$ cat src/rtl/get_bit_pkg.sv
// Shared types and defaults for the get_bit bitstream reader.
package get_bit_pkg;
  localparam int unsigned BUF_W_DEF   = 128;
  localparam int unsigned MAX_GET_DEF = 32;

  typedef enum logic [1:0] {GB_RUN, GB_DRAIN, GB_DONE} gb_state_t;
  typedef logic [5:0] gb_len_t;
endpackage

$ cat src/rtl/get_bit_extract.sv
// Combinational field extractor: top len_i bits of the left-justified buffer,
// with bits past the valid level forced to zero, right-aligned in 32 bits.
module get_bit_extract
  import get_bit_pkg::*;
#(
  parameter int unsigned BUF_W = BUF_W_DEF
) (
  input  logic [BUF_W-1:0] bits_i,
  input  logic [7:0]       level_i,
  input  gb_len_t          len_i,
  output logic [31:0]      data_o
);
  logic [31:0] top;
  logic [31:0] vmask;
  logic [31:0] padded;

  always_comb begin
    top    = bits_i[BUF_W-1 -: 32];
    vmask  = (level_i >= 8'd32) ? '1 : ~(32'hFFFF_FFFF >> level_i);
    padded = top & vmask;
    data_o = '0;
    if (len_i != '0 && len_i <= 6'd32) begin
      data_o = padded >> (6'd32 - len_i);
    end
  end
endmodule

$ cat src/rtl/get_bit.sv
// MSB-first bitstream reader: byte words in, 1..32-bit fields out, byte align on demand.
// Optional `GET_BIT_PEEK_EN adds req_peek (return field without consuming).
module get_bit
  import get_bit_pkg::*;
#(
  parameter int unsigned BUF_W   = BUF_W_DEF,
  parameter int unsigned MAX_GET = MAX_GET_DEF
) (
  input  logic        clock,
  input  logic        reset,
  input  logic        clear,
  input  logic        in_valid,
  input  logic [63:0] in_data,
  input  logic [3:0]  in_byte_count,
  input  logic        in_last,
  output logic        in_ready,
  input  logic        req_valid,
  input  logic [5:0]  req_bits,
  input  logic        req_align,
`ifdef GET_BIT_PEEK_EN
  input  logic        req_peek,
`endif
  output logic        req_ready,
  output logic        rsp_valid,
  output logic [31:0] rsp_data,
  output logic        rsp_underrun,
  output logic        rsp_error,
  output logic [31:0] consumed_bytes,
  output logic        done
);
  localparam logic [8:0] CAP  = 9'(BUF_W);
  localparam gb_len_t    MAXG = gb_len_t'(MAX_GET);

  gb_state_t        state_q, state_d;
  logic [BUF_W-1:0] bits_q, bits_d;
  logic [7:0]       level_q, level_d;
  logic [31:0]      bit_pos_q, bit_pos_d;
  logic             rsp_valid_q, rsp_valid_d;
  logic [31:0]      rsp_data_q, rsp_data_d;
  logic             rsp_underrun_q, rsp_underrun_d;
  logic             rsp_error_q, rsp_error_d;

  logic             peek;
  logic             cnt_ok, in_fire, req_fire, bits_ill;
  logic [8:0]       in_fill;
  logic [7:0]       take, base, align_n;
  logic [63:0]      in_mask;
  logic [BUF_W-1:0] app;
  logic [31:0]      field;

`ifdef GET_BIT_PEEK_EN
  assign peek = req_peek;
`else
  assign peek = 1'b0;
`endif

  assign cnt_ok   = (in_byte_count != 4'd0) && (in_byte_count <= 4'd8);
  assign in_fill  = {1'b0, level_q} + {2'b0, in_byte_count, 3'b0};
  assign in_ready = (state_q == GB_RUN) && cnt_ok && (in_fill <= CAP);
  assign in_fire  = in_valid && in_ready;

  assign bits_ill  = (req_bits == '0) || (req_bits > MAXG);
  assign req_ready = (state_q == GB_DONE) || (state_q == GB_DRAIN) ||
                     (state_q == GB_RUN && (req_align || bits_ill ||
                                            level_q >= {2'b0, req_bits}));
  assign req_fire  = req_valid && req_ready;

  // Level is always congruent to -bit_pos mod 8, so an align never exceeds level.
  assign align_n = {5'b0, 3'd0 - bit_pos_q[2:0]};
  assign in_mask = ~(64'hFFFF_FFFF_FFFF_FFFF >> {in_byte_count, 3'b0});

  get_bit_extract #(.BUF_W(BUF_W)) u_extract (
    .bits_i  (bits_q),
    .level_i (level_q),
    .len_i   (req_bits),
    .data_o  (field)
  );

  always_comb begin
    take           = '0;
    rsp_valid_d    = 1'b0;
    rsp_data_d     = '0;
    rsp_underrun_d = 1'b0;
    rsp_error_d    = 1'b0;
    if (req_fire) begin
      rsp_valid_d = 1'b1;
      if (state_q == GB_DONE) begin
        rsp_underrun_d = 1'b1;
        rsp_error_d    = !req_align && bits_ill;
      end else if (req_align) begin
        take = align_n;
      end else if (bits_ill) begin
        rsp_error_d = 1'b1;
      end else begin
        rsp_data_d = field;
        if (level_q >= {2'b0, req_bits}) begin
          take = {2'b0, req_bits};
        end else begin
          take           = level_q;
          rsp_underrun_d = 1'b1;
        end
      end
      if (peek) take = '0;
    end

    // Incoming bytes land directly below whatever survives this cycle's consume.
    base      = level_q - take;
    app       = in_fire ? ({in_data & in_mask, {(BUF_W-64){1'b0}}} >> base) : '0;
    bits_d    = (bits_q << take) | app;
    level_d   = base + (in_fire ? {1'b0, in_byte_count, 3'b0} : 8'd0);
    bit_pos_d = bit_pos_q + 32'(take);

    state_d = state_q;
    unique case (state_q)
      GB_RUN:   if (in_fire && in_last) state_d = GB_DRAIN;
      GB_DRAIN: if (level_d == '0) state_d = GB_DONE;
      default:  state_d = state_q;
    endcase
  end

  always_ff @(posedge clock) begin
    if (reset || clear) begin
      state_q        <= GB_RUN;
      bits_q         <= '0;
      level_q        <= '0;
      bit_pos_q      <= '0;
      rsp_valid_q    <= 1'b0;
      rsp_data_q     <= '0;
      rsp_underrun_q <= 1'b0;
      rsp_error_q    <= 1'b0;
    end else begin
      state_q        <= state_d;
      bits_q         <= bits_d;
      level_q        <= level_d;
      bit_pos_q      <= bit_pos_d;
      rsp_valid_q    <= rsp_valid_d;
      rsp_data_q     <= rsp_data_d;
      rsp_underrun_q <= rsp_underrun_d;
      rsp_error_q    <= rsp_error_d;
    end
  end

  assign rsp_valid      = rsp_valid_q;
  assign rsp_data       = rsp_data_q;
  assign rsp_underrun   = rsp_underrun_q;
  assign rsp_error      = rsp_error_q;
  assign consumed_bytes = {3'b0, bit_pos_q[31:3]};
  assign done           = (state_q == GB_DONE);
endmodule

$ cat config.mk
export PLATFORM = sky130hd
export DESIGN_NAME = get_bit
export DESIGN_NICKNAME = d
export VERILOG_FILES = /design/src/rtl/get_bit_pkg.sv /design/src/rtl/get_bit_extract.sv /design/src/rtl/get_bit.sv
export SDC_FILE = /design/constraint.sdc
export NUM_CORES = 1
export LEC_CHECK = 0
export ABC_AREA = 0
export ABC_CLOCK_PERIOD_IN_PS = 15700
export CELL_PAD_IN_SITES_DETAIL_PLACEMENT = 1
export CELL_PAD_IN_SITES_GLOBAL_PLACEMENT = 1
export CORE_ASPECT_RATIO = 1.5
export CORE_MARGIN = 2
export CORE_UTILIZATION = 49
export DETAILED_ROUTE_END_ITERATION = 16
export PLACE_DENSITY_LB_ADDON = 0.1
export SYNTH_ARGS = -nofsm -noshare
export SYNTH_HDL_FRONTEND = slang
export SYNTH_SLANG_ARGS = --single-unit
export TNS_END_PERCENT = 1
$ cat constraint.sdc
create_clock -name clock -period 15.7 [get_ports clock]
set_clock_uncertainty 0.15 [all_clocks]
set_input_delay 2.355 -clock clock [delete_from_list [all_inputs] [get_ports clock]]
set_output_delay 2.355 -clock clock [all_outputs]
set_load 0.01 [all_outputs]
==> results_dict.tcl, run 1 <==
set metrics [dict create \
    outcome "aborted with a tool error" \
    stop_stage "5_1_grt" \
    error "[ERROR GRT-0116] Global routing finished with congestion. Check the congestion regions in the DRC Viewer." \
    grt-ovfl-total 2 \
    synth.avg_cell_area_um2 7.171 \
    die_width_um 186.0 \
    cts_buffers 24 \
    port_buffers 147 \
    cts_hold_buf 0 \
    num_rows 100 \
    place.gp.congestion 1.186 \
    cts_setup_buffers 0 \
    netlist_instances 3396 \
    grt_pass1_wl_mm 235.3 \
    initial_utilization_pct 49.27 \
    clock_sinks 205 \
    dp_hpwl_mm 111.0 \
    io_pins 151 \
    ys_ff_latch 205 \
    synth_seq_area_share_pct 16.85 \
    root_buffer "clkbuf_16" \
    grt.total_usage_pct 61.39 \
    htree_levels 1 \
    synthFlopType "dfxtp_1" \
    clock_path_buffers 3 \
    synthDistinctLibCells 97 \
    grt_pass1_vias 33460 \
    syn_area_mm2 0.02435 \
    chipHeight_um 277.0 \
    ys_warn_count 0 \
    synth_edf_count 0 \
    grt_max_degree 93 \
    cts_resized 0 \
    synthArstFlopShare_pct 0 \
]
==> synth_stat cells (all sizes together), types with 8 or more instances <==
master	number	area, um^2
nand4	17	106.4
o21ai	194	997.2
o22ai	97	606.8
xor2	15	131.4
a21oi	340	1735
a2111oi	8	70.07
o32ai	11	96.34
nor3	77	385.4
nor4	15	93.84
mux2i	331	3342
a31oi	78	494.2
a32oi	31	279.0
a22oi	112	854.6
o211ai	35	262.8
nand3	78	400.4
a311oi	8	70.07
a21o	19	142.6
ha	34	425.4
dfxtp	205	4104
a2bb2oi	14	122.6
clkbuf	176	660.6
and2	22	137.6
or2	15	93.84
o21bai	8	60.06
nand2b	11	68.82
mux4	25	563.0
a221oi	32	305.3
o221ai	15	131.4
nand2	415	1560
nor2	298	1121
inv	50	190.2
xnor2	26	227.7
o31ai	16	120.1
a211oi	116	870.8
nor2b	12	75.07
buf	155	908.4
o22a	10	87.58
o21a	23	180.2
a22o	20	175.2
or3	18	112.6
and3	60	375.4
mux2	61	690.7
o2bb2ai	9	78.83
==> through the flow <==
| step | cell area [um^2] | hold slack [ns] | utilization, % | std cells | setup slack, ns |
|---|---|---|---|---|---|
| floorplan | 24370 | 0.3171 | - | 3400 | 7.083 |
| global placement | 25830 | 0.3350 | 52.27 | 3951 | 4.070 |
| detailed placement | 25840 | 0.3563 | 52.29 | 3952 | 4.166 |
| CTS | 26680 | 0.4037 | 53.98 | 3996 | 4.765 |
==> per-layer routing <==
layer | GRT overflow | GRT usage (%)
met2 | 2 | 84.73
met5 | 0 | 5.073
met1 | 0 | 63.46
met4 | 0 | 57.58
met3 | 0 | 35.93
==> cell families after synthesis <==
family	Yosys count	synth area share (%)
AO/OA/AOI/OAI	1258	34.32
AND/OR/NAND/NOR	1052	19.12
multiplexers	417	18.87
buffers and inverters	383	7.255
flip-flops	205	16.85
XOR/XNOR	41	1.475
adder cells (fa/ha/maj)	38	2.076
other	2	0.03084
==> run 2: changes to the inputs <==
CELL_PAD_IN_SITES_DETAIL_PLACEMENT = not set   (was 1)
CELL_PAD_IN_SITES_GLOBAL_PLACEMENT = not set   (was 1)
CORE_ASPECT_RATIO = not set   (was 1.5)
CORE_UTILIZATION = 34   (was 49)
PLACE_DENSITY_LB_ADDON = 0.15   (was 0.1)
==> results_dict.tcl, run 2 <==
set metrics [dict create \
    outcome "complete, no violations" \
    crit_fanout 54 \
    ys_warn_count 0 \
    slowest_stage "fa_4" \
    path_class "in -> reg" \
    clk_pin_slew_ns 0.06 \
    rr_endpoint "bits_q[65]" \
    netlist.area_leader.share_pct 16.85 \
    io_pins 151 \
    antenna_found_initial 6 \
    dp_hpwl_mm 110.8 \
    final-hold-violation-count 0 \
    finish.net_count 3449 \
    setup-tns-final_ns 0 \
    place_ws_ns 4.376 \
    setup_violations 0 \
    cts_buffers 28 \
    pwr-share-clk_pct 15.1 \
    wl_per_cell_um 33.57 \
    cts_setup_buffers 0 \
    r2r_slack_ns 7.51 \
    combPwrFrac_pct 70.6 \
    p_per_area_mw_per_mm2 164.4 \
    synthArstFlopShare_pct 0 \
    chipHeight_um 271.6 \
    synth_edf_count 0 \
    worst_pin_slew_ns 1.363 \
    synth.most_common_cell "nand2_1" \
    arrival_ns 11.37 \
    layout.cells.most_common "nand2_1" \
    grt_pass1_wl_mm 204.5 \
    min_to "bit_pos_q[26]" \
    cts_hold_buf 0 \
    min_period_ns 11.02 \
    wl_mm 144.5 \
    root_buffer "clkbuf_16" \
    synth.avg_cell_area_um2 7.171 \
    clock_path_buffers 3 \
    crit_required_ns 16.05 \
    hold_path_class "reg -> reg" \
    min_from "bit_pos_q[26]" \
    drt_iter0_markers 4271 \
    drc_errors 0 \
    min_path_cells 2 \
    grt_max_degree 93 \
    ys_ff_latch 205 \
    ant_nets 0 \
    clkLatencyLatePin_ns 0.61 \
    port_buffers 147 \
    num_rows 98 \
    vdd_drop_max_mv 0.2072 \
    synthToLayoutAreaGrowth_pct 11.71 \
    drv_cap 0 \
    place.gp.congestion 1.069 \
    fmax_ghz 0.09075 \
    r2r_start "level_q[1]" \
    fin_util_pct 38.19 \
    synthTopCellsByArea "dfxtp_1, mux2i_1, a21oi_1, nand2_1, nor2_1" \
    r2r_cells 21 \
    cts_resized 0 \
    die_width_um 271.6 \
    cts_tree "built" \
    drive_gt1_share_pct 8.925 \
    synthFlopType "dfxtp_1" \
    path_delay_family "buffers and inverters" \
    seq_power_share_pct 14.3 \
    largest_register_ffs 128 \
    path_cells "clkdlybuf4s50_1, inv_2, ha_1, nor4b_4, mux2_4, nand2_1, a21oi_4, o21ai_4, inv_4, ha_4, fa_4, buf_4, inv_1, nor3_1, a21oi_1, mux2_2, nand2_1, o21ai_0, mux2i_1, o2bb2ai_1, nor2_1, o21ai_0, nor4b_1" \
    yosys-top-cells-count "nand2_1, a21oi_1, mux2i_1, nor2_1, dfxtp_1" \
    dr_total_vias 29390 \
    cp.depth 23 \
    netlist_instances 3396 \
    grt.total_usage_pct 37.58 \
    top_register "bits_q" \
    grt-ovfl-total 0 \
    max_stage_delay_ns 1.23 \
    end_kind "flop" \
    cp-start-kind "primary input" \
    crit_buf_inv 5 \
    htree_levels 1 \
    dr.pass1.iters 8 \
    fin_crit_sh_pct 70.19 \
    core_mm2 0.07124 \
    grt_pass1_vias 27150 \
    switching_power_w 0.002661 \
    yosys.area.top_type "dfxtp_1" \
    rsz0062_at_grt "false" \
    nFillCells 7631 \
    initial_utilization_pct 34.18 \
    final_cell_mix "nand2_1, a21oi_1, mux2i_1" \
    switching_share_pct 59.51 \
    slew_violations 0 \
    slew-limit-headroom_pct 9.113 \
    synth_seq_area_share_pct 16.85 \
    setup_ws_ns 4.680 \
    internal_power_w 0.001810 \
    clock_sinks 205 \
    fp.dieArea_mm2 0.07378 \
    avgViaCountPerCell 6.828 \
    synthDistinctLibCells 97 \
    syn_area_mm2 0.02435 \
    leakagePower_nw 9.931 \
]
## run 2: per-layer routing
layer / GRT usage, % / up-vias / wire, um / part of all wire (%)
met2: 54.48 / 1888 / 59620 / 41
met3: 11.17 / 428 / 16400 / 11
met4: 19.84 / 4 / 9019 / 6.2
met5: 0 / - / 27 / 0.019
met1: 49.90 / 14350 / 59430 / 41
li1: - / 12720 / - / -
## run 2: how the worst max path moves through the flow
stage / startpoint / end / slack [ns]
5_1_grt: req_bits[0] / bits_q[65] / 4.23
4_1_cts: req_bits[0] / bits_q[55] / 4.97
2_1_floorplan: req_bits[0] / state_q[1] / 7.08
6_report: req_bits[0] / bits_q[65] / 4.68
3_3_place_gp: req_bits[0] / bits_q[55] / 4.50
3_5_place_dp: req_bits[0] / bits_q[55] / 4.38
## run 2: metrics by stage
stage / area (um^2) / hold slack [ns] / power (W) / std cells
after floorplan: 24370 / 0.3171 / 0.002449 / 3400
after global placement: 26270 / 0.3549 / 0.003638 / 4250
after detailed placement: 26270 / 0.3608 / 0.003610 / 4250
after CTS: 27190 / 0.3710 / 0.004295 / 4300
after global routing: 27190 / 0.3957 / 0.004574 / 4300
final: 27200 / 0.3691 / 0.004471 / 4304
## run 2: cells by family (layout without fill, tap and decap cells)
group | after synthesis | in the layout | share of synthesized area [%]
muxes | 417 | 417 | 18.87
buffers and inverters | 383 | 333 | 7.255
DFF | 205 | 205 | 16.85
and+or+nand+nor | 1052 | 1052 | 19.12
xor gates and xnor gates | 41 | 41 | 1.475
other | 2 | 10 | 0.03084
AOI/OAI and AO/OA | 1258 | 1258 | 34.32
adders and majority gates | 38 | 38 | 2.076
## run 2: layout make-up
type / count / area, um^2 / share of cell area, %
Inverter: 52 / 201.4 / 0.7405
Sequential cell: 205 / 4104 / 15.09
Timing Repair Buffer: 231 / 2102 / 7.727
Clock inverter: 14 / 177.7 / 0.6531
Tap cell: 950 / 1189 / 4.369
Clock buffer: 36 / 750.7 / 2.760
Antenna cell: 4 / 10.01 / 0.03680
Multi-Input combinational cell: 2812 / 18670 / 68.63
## run 2: power by group through the flow
| stage | registers [W] | clock network, W | logic [W] |
|---|---|---|---|
| final | 0.000639 | 0.000674 | 0.00316 |
| after global routing | 0.000642 | 0.000697 | 0.00324 |
| after CTS | 0.000634 | 0.000683 | 0.00298 |
| after detailed placement | 0.000646 | 0 | 0.00296 |
| after global placement | 0.000646 | 0 | 0.00299 |
| after floorplan | 0.000603 | 0 | 0.00185 |
## run 2: worst min-delay path, stage by stage (launching register included)
cell,delay [ns]
dfxtp_1,0.33
o21ai_0,0.08
a21oi_1,0.06
No activity file was read; power rests on OpenSTA's default activity.
